==> src/rtl/rom_streamer_if.sv <==
// Stream/ROM handshake bundle for rom_streamer.
// ROM_STREAM_LOOP_EN adds the in_loop control.
interface rom_streamer_if #(
    parameter int ADDRBITS = 3,
    parameter int DATABITS = 8
);
    logic                in_start;
    logic [ADDRBITS-1:0] in_base_addr;
    logic [ADDRBITS:0]   in_count;
    logic [ADDRBITS-1:0] out_rom_addr;
    logic [DATABITS-1:0] in_rom_data;
    logic [DATABITS-1:0] out_data;
    logic                out_valid;
    logic                in_ready;
    logic                out_last;
    logic                out_busy;
    logic                out_done;
`ifdef ROM_STREAM_LOOP_EN
    logic                in_loop;

    modport master (
        input  in_start, in_base_addr, in_count, in_rom_data, in_ready, in_loop,
        output out_rom_addr, out_data, out_valid, out_last, out_busy, out_done
    );
    modport slave (
        output in_start, in_base_addr, in_count, in_rom_data, in_ready, in_loop,
        input  out_rom_addr, out_data, out_valid, out_last, out_busy, out_done
    );
`else
    modport master (
        input  in_start, in_base_addr, in_count, in_rom_data, in_ready,
        output out_rom_addr, out_data, out_valid, out_last, out_busy, out_done
    );
    modport slave (
        output in_start, in_base_addr, in_count, in_rom_data, in_ready,
        input  out_rom_addr, out_data, out_valid, out_last, out_busy, out_done
    );
`endif
endinterface

==> src/rtl/rom_streamer.sv <==
// Burst reader in front of a combinational ROM, emitting a valid/ready word stream.
// Optional feature macro: ROM_STREAM_LOOP_EN (repeat the burst while in_loop is high).
module rom_streamer #(
    parameter int ADDRBITS = 3,
    parameter int DATABITS = 8
) (
    input  logic             in_clk,
    input  logic             in_rst_n,
    rom_streamer_if.master   bus
);
    localparam int                DEPTH_INT = 1 << ADDRBITS;
    localparam logic [ADDRBITS:0] DEPTH     = DEPTH_INT[ADDRBITS:0];
    localparam logic [ADDRBITS:0] ONE_R     = 1;
    localparam logic [ADDRBITS-1:0] ONE_A   = 1;

    typedef enum logic [1:0] {IDLE, RUN, DONE} state_t;

    state_t              state;
    logic [ADDRBITS-1:0] addr;
    logic [ADDRBITS:0]   remaining;
    logic [ADDRBITS:0]   clamped_count;
    logic [DATABITS-1:0] data_q;
    logic                valid_q;
    logic                last_q;
    logic                busy_q;
    logic                done_q;
    logic                load;
    logic                drain;
`ifdef ROM_STREAM_LOOP_EN
    logic [ADDRBITS-1:0] base_q;
    logic [ADDRBITS:0]   count_q;
`endif

    always_comb begin
        clamped_count = (bus.in_count > DEPTH) ? DEPTH : bus.in_count;
        load          = (remaining != '0) && (!valid_q || bus.in_ready);
        drain         = (remaining == '0) && valid_q && bus.in_ready && last_q;
    end

    assign bus.out_rom_addr = addr;
    assign bus.out_data     = data_q;
    assign bus.out_valid    = valid_q;
    assign bus.out_last     = last_q;
    assign bus.out_busy     = busy_q;
    assign bus.out_done     = done_q;

    // In loop builds the final load of a pass parks addr on the base so the
    // ROM already presents the first word when the last word is accepted.
    always_ff @(posedge in_clk or negedge in_rst_n) begin
        if (!in_rst_n) begin
            state     <= IDLE;
            addr      <= '0;
            remaining <= '0;
            data_q    <= '0;
            valid_q   <= 1'b0;
            last_q    <= 1'b0;
            busy_q    <= 1'b0;
            done_q    <= 1'b0;
`ifdef ROM_STREAM_LOOP_EN
            base_q    <= '0;
            count_q   <= '0;
`endif
        end else begin
            case (state)
                IDLE: begin
                    done_q <= 1'b0;
                    if (bus.in_start && (bus.in_count != '0)) begin
                        addr      <= bus.in_base_addr;
                        remaining <= clamped_count;
                        busy_q    <= 1'b1;
                        state     <= RUN;
`ifdef ROM_STREAM_LOOP_EN
                        base_q    <= bus.in_base_addr;
                        count_q   <= clamped_count;
`endif
                    end
                end
                RUN: begin
                    if (load) begin
                        data_q    <= bus.in_rom_data;
                        valid_q   <= 1'b1;
                        last_q    <= (remaining == ONE_R);
                        remaining <= remaining - ONE_R;
`ifdef ROM_STREAM_LOOP_EN
                        addr      <= (remaining == ONE_R) ? base_q : addr + ONE_A;
`else
                        addr      <= addr + ONE_A;
`endif
                    end else if (drain) begin
`ifdef ROM_STREAM_LOOP_EN
                        if (bus.in_loop) begin
                            data_q    <= bus.in_rom_data;
                            valid_q   <= 1'b1;
                            last_q    <= (count_q == ONE_R);
                            addr      <= (count_q == ONE_R) ? base_q : base_q + ONE_A;
                            remaining <= count_q - ONE_R;
                        end else begin
                            valid_q <= 1'b0;
                            last_q  <= 1'b0;
                            busy_q  <= 1'b0;
                            done_q  <= 1'b1;
                            state   <= DONE;
                        end
`else
                        valid_q <= 1'b0;
                        last_q  <= 1'b0;
                        busy_q  <= 1'b0;
                        done_q  <= 1'b1;
                        state   <= DONE;
`endif
                    end
                end
                DONE: begin
                    done_q <= 1'b0;
                    state  <= IDLE;
                end
                default: state <= IDLE;
            endcase
        end
    end
endmodule

==> src/flat_wrapper.sv <==
// flat-port wrapper written by rule: the top's interface ports become plain ports
module rom_streamer_flat 
#(
    parameter int ADDRBITS = 3,
    parameter int DATABITS = 8
)
  (in_clk, in_rst_n, bus_in_start, bus_in_base_addr, bus_in_count, bus_in_rom_data, bus_in_ready, bus_out_rom_addr, bus_out_data, bus_out_valid, bus_out_last, bus_out_busy, bus_out_done);
  rom_streamer_if #(.ADDRBITS(ADDRBITS), .DATABITS(DATABITS)) bus_i ();
  input  logic in_clk;
  input  logic in_rst_n;
  input wire logic [$bits(bus_i.in_start)-1:0] bus_in_start;
  input wire logic [$bits(bus_i.in_base_addr)-1:0] bus_in_base_addr;
  input wire logic [$bits(bus_i.in_count)-1:0] bus_in_count;
  input wire logic [$bits(bus_i.in_rom_data)-1:0] bus_in_rom_data;
  input wire logic [$bits(bus_i.in_ready)-1:0] bus_in_ready;
  output wire logic [$bits(bus_i.out_rom_addr)-1:0] bus_out_rom_addr;
  output wire logic [$bits(bus_i.out_data)-1:0] bus_out_data;
  output wire logic [$bits(bus_i.out_valid)-1:0] bus_out_valid;
  output wire logic [$bits(bus_i.out_last)-1:0] bus_out_last;
  output wire logic [$bits(bus_i.out_busy)-1:0] bus_out_busy;
  output wire logic [$bits(bus_i.out_done)-1:0] bus_out_done;
  assign bus_i.in_start = bus_in_start;
  assign bus_i.in_base_addr = bus_in_base_addr;
  assign bus_i.in_count = bus_in_count;
  assign bus_i.in_rom_data = bus_in_rom_data;
  assign bus_i.in_ready = bus_in_ready;
  assign bus_out_rom_addr = bus_i.out_rom_addr;
  assign bus_out_data = bus_i.out_data;
  assign bus_out_valid = bus_i.out_valid;
  assign bus_out_last = bus_i.out_last;
  assign bus_out_busy = bus_i.out_busy;
  assign bus_out_done = bus_i.out_done;
  rom_streamer #(.ADDRBITS(ADDRBITS), .DATABITS(DATABITS)) u_core (.in_clk(in_clk), .in_rst_n(in_rst_n), .bus(bus_i));
endmodule
==> config.mk <==
export PLATFORM = sky130hd
export DESIGN_NAME = rom_streamer_flat
export DESIGN_NICKNAME = d
export VERILOG_FILES = /design/src/rtl/rom_streamer_if.sv /design/src/rtl/rom_streamer.sv /design/src/flat_wrapper.sv
export SDC_FILE = /design/constraint.sdc
export NUM_CORES = 1
export LEC_CHECK = 0
export CORE_MARGIN = 3
export CORE_UTILIZATION = 41
export DETAILED_ROUTE_END_ITERATION = 8
export PLACE_DENSITY = 0.73
export SLEW_MARGIN = 20
export SYNTH_ARGS = -nofsm -noshare
export SYNTH_HDL_FRONTEND = slang
export SYNTH_SLANG_ARGS = --single-unit
export TNS_END_PERCENT = 30
==> constraint.sdc <==
create_clock -name in_clk -period 1.89 [get_ports in_clk]
set_input_delay 0.378 -clock in_clk [delete_from_list [all_inputs] [get_ports in_clk]]
set_output_delay 0.378 -clock in_clk [all_outputs]
set_load 0.02 [all_outputs]
==> results.md <==
Placed design:
- The congestion estimate from routability-driven global placement came to 0.795.
- Port buffering added 33 buffers.
- The HPWL after detailed placement is 1.94 mm.

STA:
- The final hold slack is 0.423 ns.
- For the pin with the worst max-slew slack, the measured transition is 0.417 ns.
- Setup repair after global routing left no endpoint under its margin.
- The tightest slew margin relative to the limit is 71.8%.
- The final max-slew violation count is 0.
- The total of endpoints with negative setup slack in the final report is 0.
- The worst clock skew is 0.00567 ns.
- The final number of hold-violating endpoints came to 0.
- The highest attainable clock frequency is 0.543 GHz.
- The smallest clock period supported by the final layout is computed as 1.84 ns.
- After layout, the worst path uses 97.4% of the clock period.

Setup path:
- The kind of end point of the critical path is a register.
- Data on the critical path is required at its endpoint by 2.09 ns.
- Data on the critical path arrives at its endpoint at 2.04 ns.
- The sort of element at the start of the critical path is a register.
- The critical setup path kind is reg2reg.
- The largest fanout of any net on the critical path is 4.
- Across all register-to-register paths, the minimum setup slack is 0.05 ns.

Routing:
- The routed wirelength normalized by instance count is 14.3 um.
- The remaining antenna violation count is 0.
- The post-detailed-routing wire length is 2.52 mm.
- The via count of the routed design is 919.
- The average vias per placed instance is 5.22.
- After detailed routing, the number of remaining DRC violations is 0.
- The first detailed-routing pass took 4 iterations.
- The number of violations reported at the end of detailed-routing iteration 0 is 30.

Synthesis:
- Synthesis instantiated 31 different standard cells from the library.
- For this run, the register share of the synthesized area comes to 48.3%.
- The cell area that synthesis handed to floorplanning was 1090 um^2.
- The number of nets handed over by synthesis was 124.
- After synthesis, the share of flip-flops with an asynchronous set or reset is 100%.
- Each instance of the synthesized netlist takes up on average 10.8 um^2.
- In the post-synthesis netlist, the biggest area contributors are dfrtp_1 (48%), mux2_2 (8.3%), a21oi_1 (6.0%), ha_1 (4.6%), nand2_1 (3.8%).
- The number of warnings issued by yosys is 0.
- The top flip-flop cell by instance count after synthesis is dfrtp_1.
- In the synthesized netlist, the cells that appear most often are dfrtp_1 (21), a21oi_1 (13), nand2_1 (11).
- The flop and latch count out of synthesis is 21.
- The fraction of post-synthesis cell area in the top cell type by area is 48.3%.
- The most area-hungry cell type in the Yosys netlist is dfrtp_1.
- The synthesized design contains 0 enable-type register cells.
- The gate count after technology mapping is 101.
- Yosys instantiated no cell more often than dfrtp_1.

Clock network:
- The number of gates resized after CTS was 0.
- The number of hold buffers added after CTS is 0.
- The number of post-CTS setup repair buffers is 0.
- The maximum clock path buffer count is 2.
- The root buffer selected by CTS is clkbuf_4.
- The clock tree from TritonCTS is built.
- Clock-pin slew was measured on the worst setup and hold paths at 0.11 ns.
- The TritonCTS buffer count is 3.
- For this design, the sink count on the clock tree is 21.
- CTS built an H-tree with a depth of 1.
- The source-to-sink clock delay at the later pin of the worst-skew pair is 0.30 ns.

Die:
- After floorplanning, the core was sized to cover 2500 um^2.
- The die covers 3310 um^2.
- The die span in x is 57.5 um.
- Measured along the y axis, the die boundary spans 57.5 um.
- The starting utilization of the core area is 43.5%.
- In this run the core area contains 18 standard-cell rows.
- The number of ports placed on the die boundary is 34.

Finish:
- The number of filler instances in the final layout is 227.
- Cells fill 61.9% of the core in the end.
- The number of nets in the finished design is 170.
- The count of antenna diodes in the layout is 0.
- The proportion of layout cells with a drive suffix above 1 is 24.0%.
- The area growth from synthesis to final layout is 42.2%.
- Summing all multi-input logic gate instances after layout gives 515 um^2.
- The footprint of the flip-flops and latches is 526 um^2.

Job:
- The tool flagged a number of max-cap violations equal to 0.

Global routing:
- The global-route congestion overflow total is 0.
- For this run, the total global-route usage over all layers was measured as 16.7%.
- The largest net degree at the start of global routing is 22.
- The initial antenna violation count came to 0.
- The wire length of the first global-routing pass is 4.28 mm.
- The via count of the first global-routing pass is 938.

Outcome:
- The flow ran to the end, and the final reports show no timing, DRC or antenna violations.

Min path:
- The worst hold path belongs to the class in2async.

Pwr:
- The highest ir drop seen on vdd is 1070 uV.
- In this run the static leakage power is 0.000691 uW.
- Power spread over the standard cell area amounts to 1390 nW/um^2.
==> area by class of cell <==
cell class	count	area share, %
Timing Repair Buffer	45	27.2
Inverter	6	1.46
Multi-Input combinational cell	70	33.3
Tap cell	30	2.43
Sequential cell	21	34.0
Clock buffer	4	1.70
==> per-layer routing <==
| layer | track usage [%] | routed length, um | up-vias |
|---|---|---|---|
| met5 | 0 | 0 | - |
| met4 | 7.62 | 25 | 0 |
| met3 | 5.88 | 258 | 4 |
| met2 | 27.4 | 1170 | 36 |
| met1 | 19.5 | 1070 | 435 |
| li1 | - | - | 444 |
==> state kept, by name (all words and copies together) (netlist names) <==
| name | count |
|---|---|
| u_core.bus.out_data | 8 |
| u_core.remaining | 4 |
| u_core.bus.out_rom_addr | 3 |
| u_core.state | 2 |
| u_core.bus.out_busy | 1 |
| u_core.bus.out_done | 1 |
| u_core.bus.out_last | 1 |
| u_core.bus.out_valid | 1 |
==> kinds of logic (layout without fill, tap and decap cells) <==
group                    after synthesis  in the layout  share of synthesized area (%)
AND/OR/NAND/NOR                       29             29                           15.1
AO/OA/AOI/OAI                         25             25                           13.7
adder cells (fa/ha/maj)                4              4                           4.60
multiplexers                          12             12                           12.9
flip-flops                            21             21                           48.3
buffers and inverters                 10             55                           5.52
==> final timing paths <==
kind                                                       from                            endpoint  cells past startpoint
max in group asynchronous                              in_rst_n     u_core.bus.out_busy$_DFFE_PN0P_                      2
min in group in_clk             u_core.bus.out_busy$_DFFE_PN0P_     u_core.bus.out_busy$_DFFE_PN0P_                      1
worst min register to register  u_core.bus.out_busy$_DFFE_PN0P_     u_core.bus.out_busy$_DFFE_PN0P_                      1
worst min-delay path                                   in_rst_n  u_core.bus.out_data[7]$_DFFE_PN0P_                      2
worst max-delay path            u_core.remaining[1]$_DFFE_PN0P_     u_core.remaining[1]$_DFFE_PN0P_                      6
worst max register to register  u_core.remaining[1]$_DFFE_PN0P_     u_core.remaining[1]$_DFFE_PN0P_                      6
==> cell usage in the layout (no fill, tap or decap), drive strengths merged, types with 2 or more instances in the layout <==
cell           synthesis  final
mux2                  10     10
nor2b                  3      3
clkdlybuf4s50          0     33
a21oi                 13     13
nand3                  2      2
ha                     4      4
dfrtp                 21     21
a31oi                  2      2
o21ai                  4      4
clkbuf                 1      4
nor2                   5      5
inv                    6      6
mux2i                  2      2
buf                    3     12
nand2                 11     11
==> per-stage QoR <==
stage	setup TNS (ns)	cell area, um^2	instances	setup slack, ns	power, uW
6_report	0	1550	176	0.0492	2150
5_1_grt	0	1550	176	0.00647	2310
4_1_cts	0	1530	174	0.0235	2140
3_5_place_dp	-1.82	1510	170	-0.264	1910
3_3_place_gp	-1.55	1510	170	-0.246	1880
2_1_floorplan	-0.0401	1100	101	-0.0200	1430
==> critical path: stages (launching register included) <==
cell and delay, ns:
dfrtp_1 0.42, inv_2 0.10, ha_4 0.13, or3b_4 0.38, a32o_2 0.25, nor2b_4 0.14
mux2_4 0.31
==> where the power goes <==
part / switching (uW) / internal, uW
clock network: 132 / 82.3
logic: 528 / 632
registers: 142 / 629
total: 802 / 1340
(Power assumes the default switching activity.)
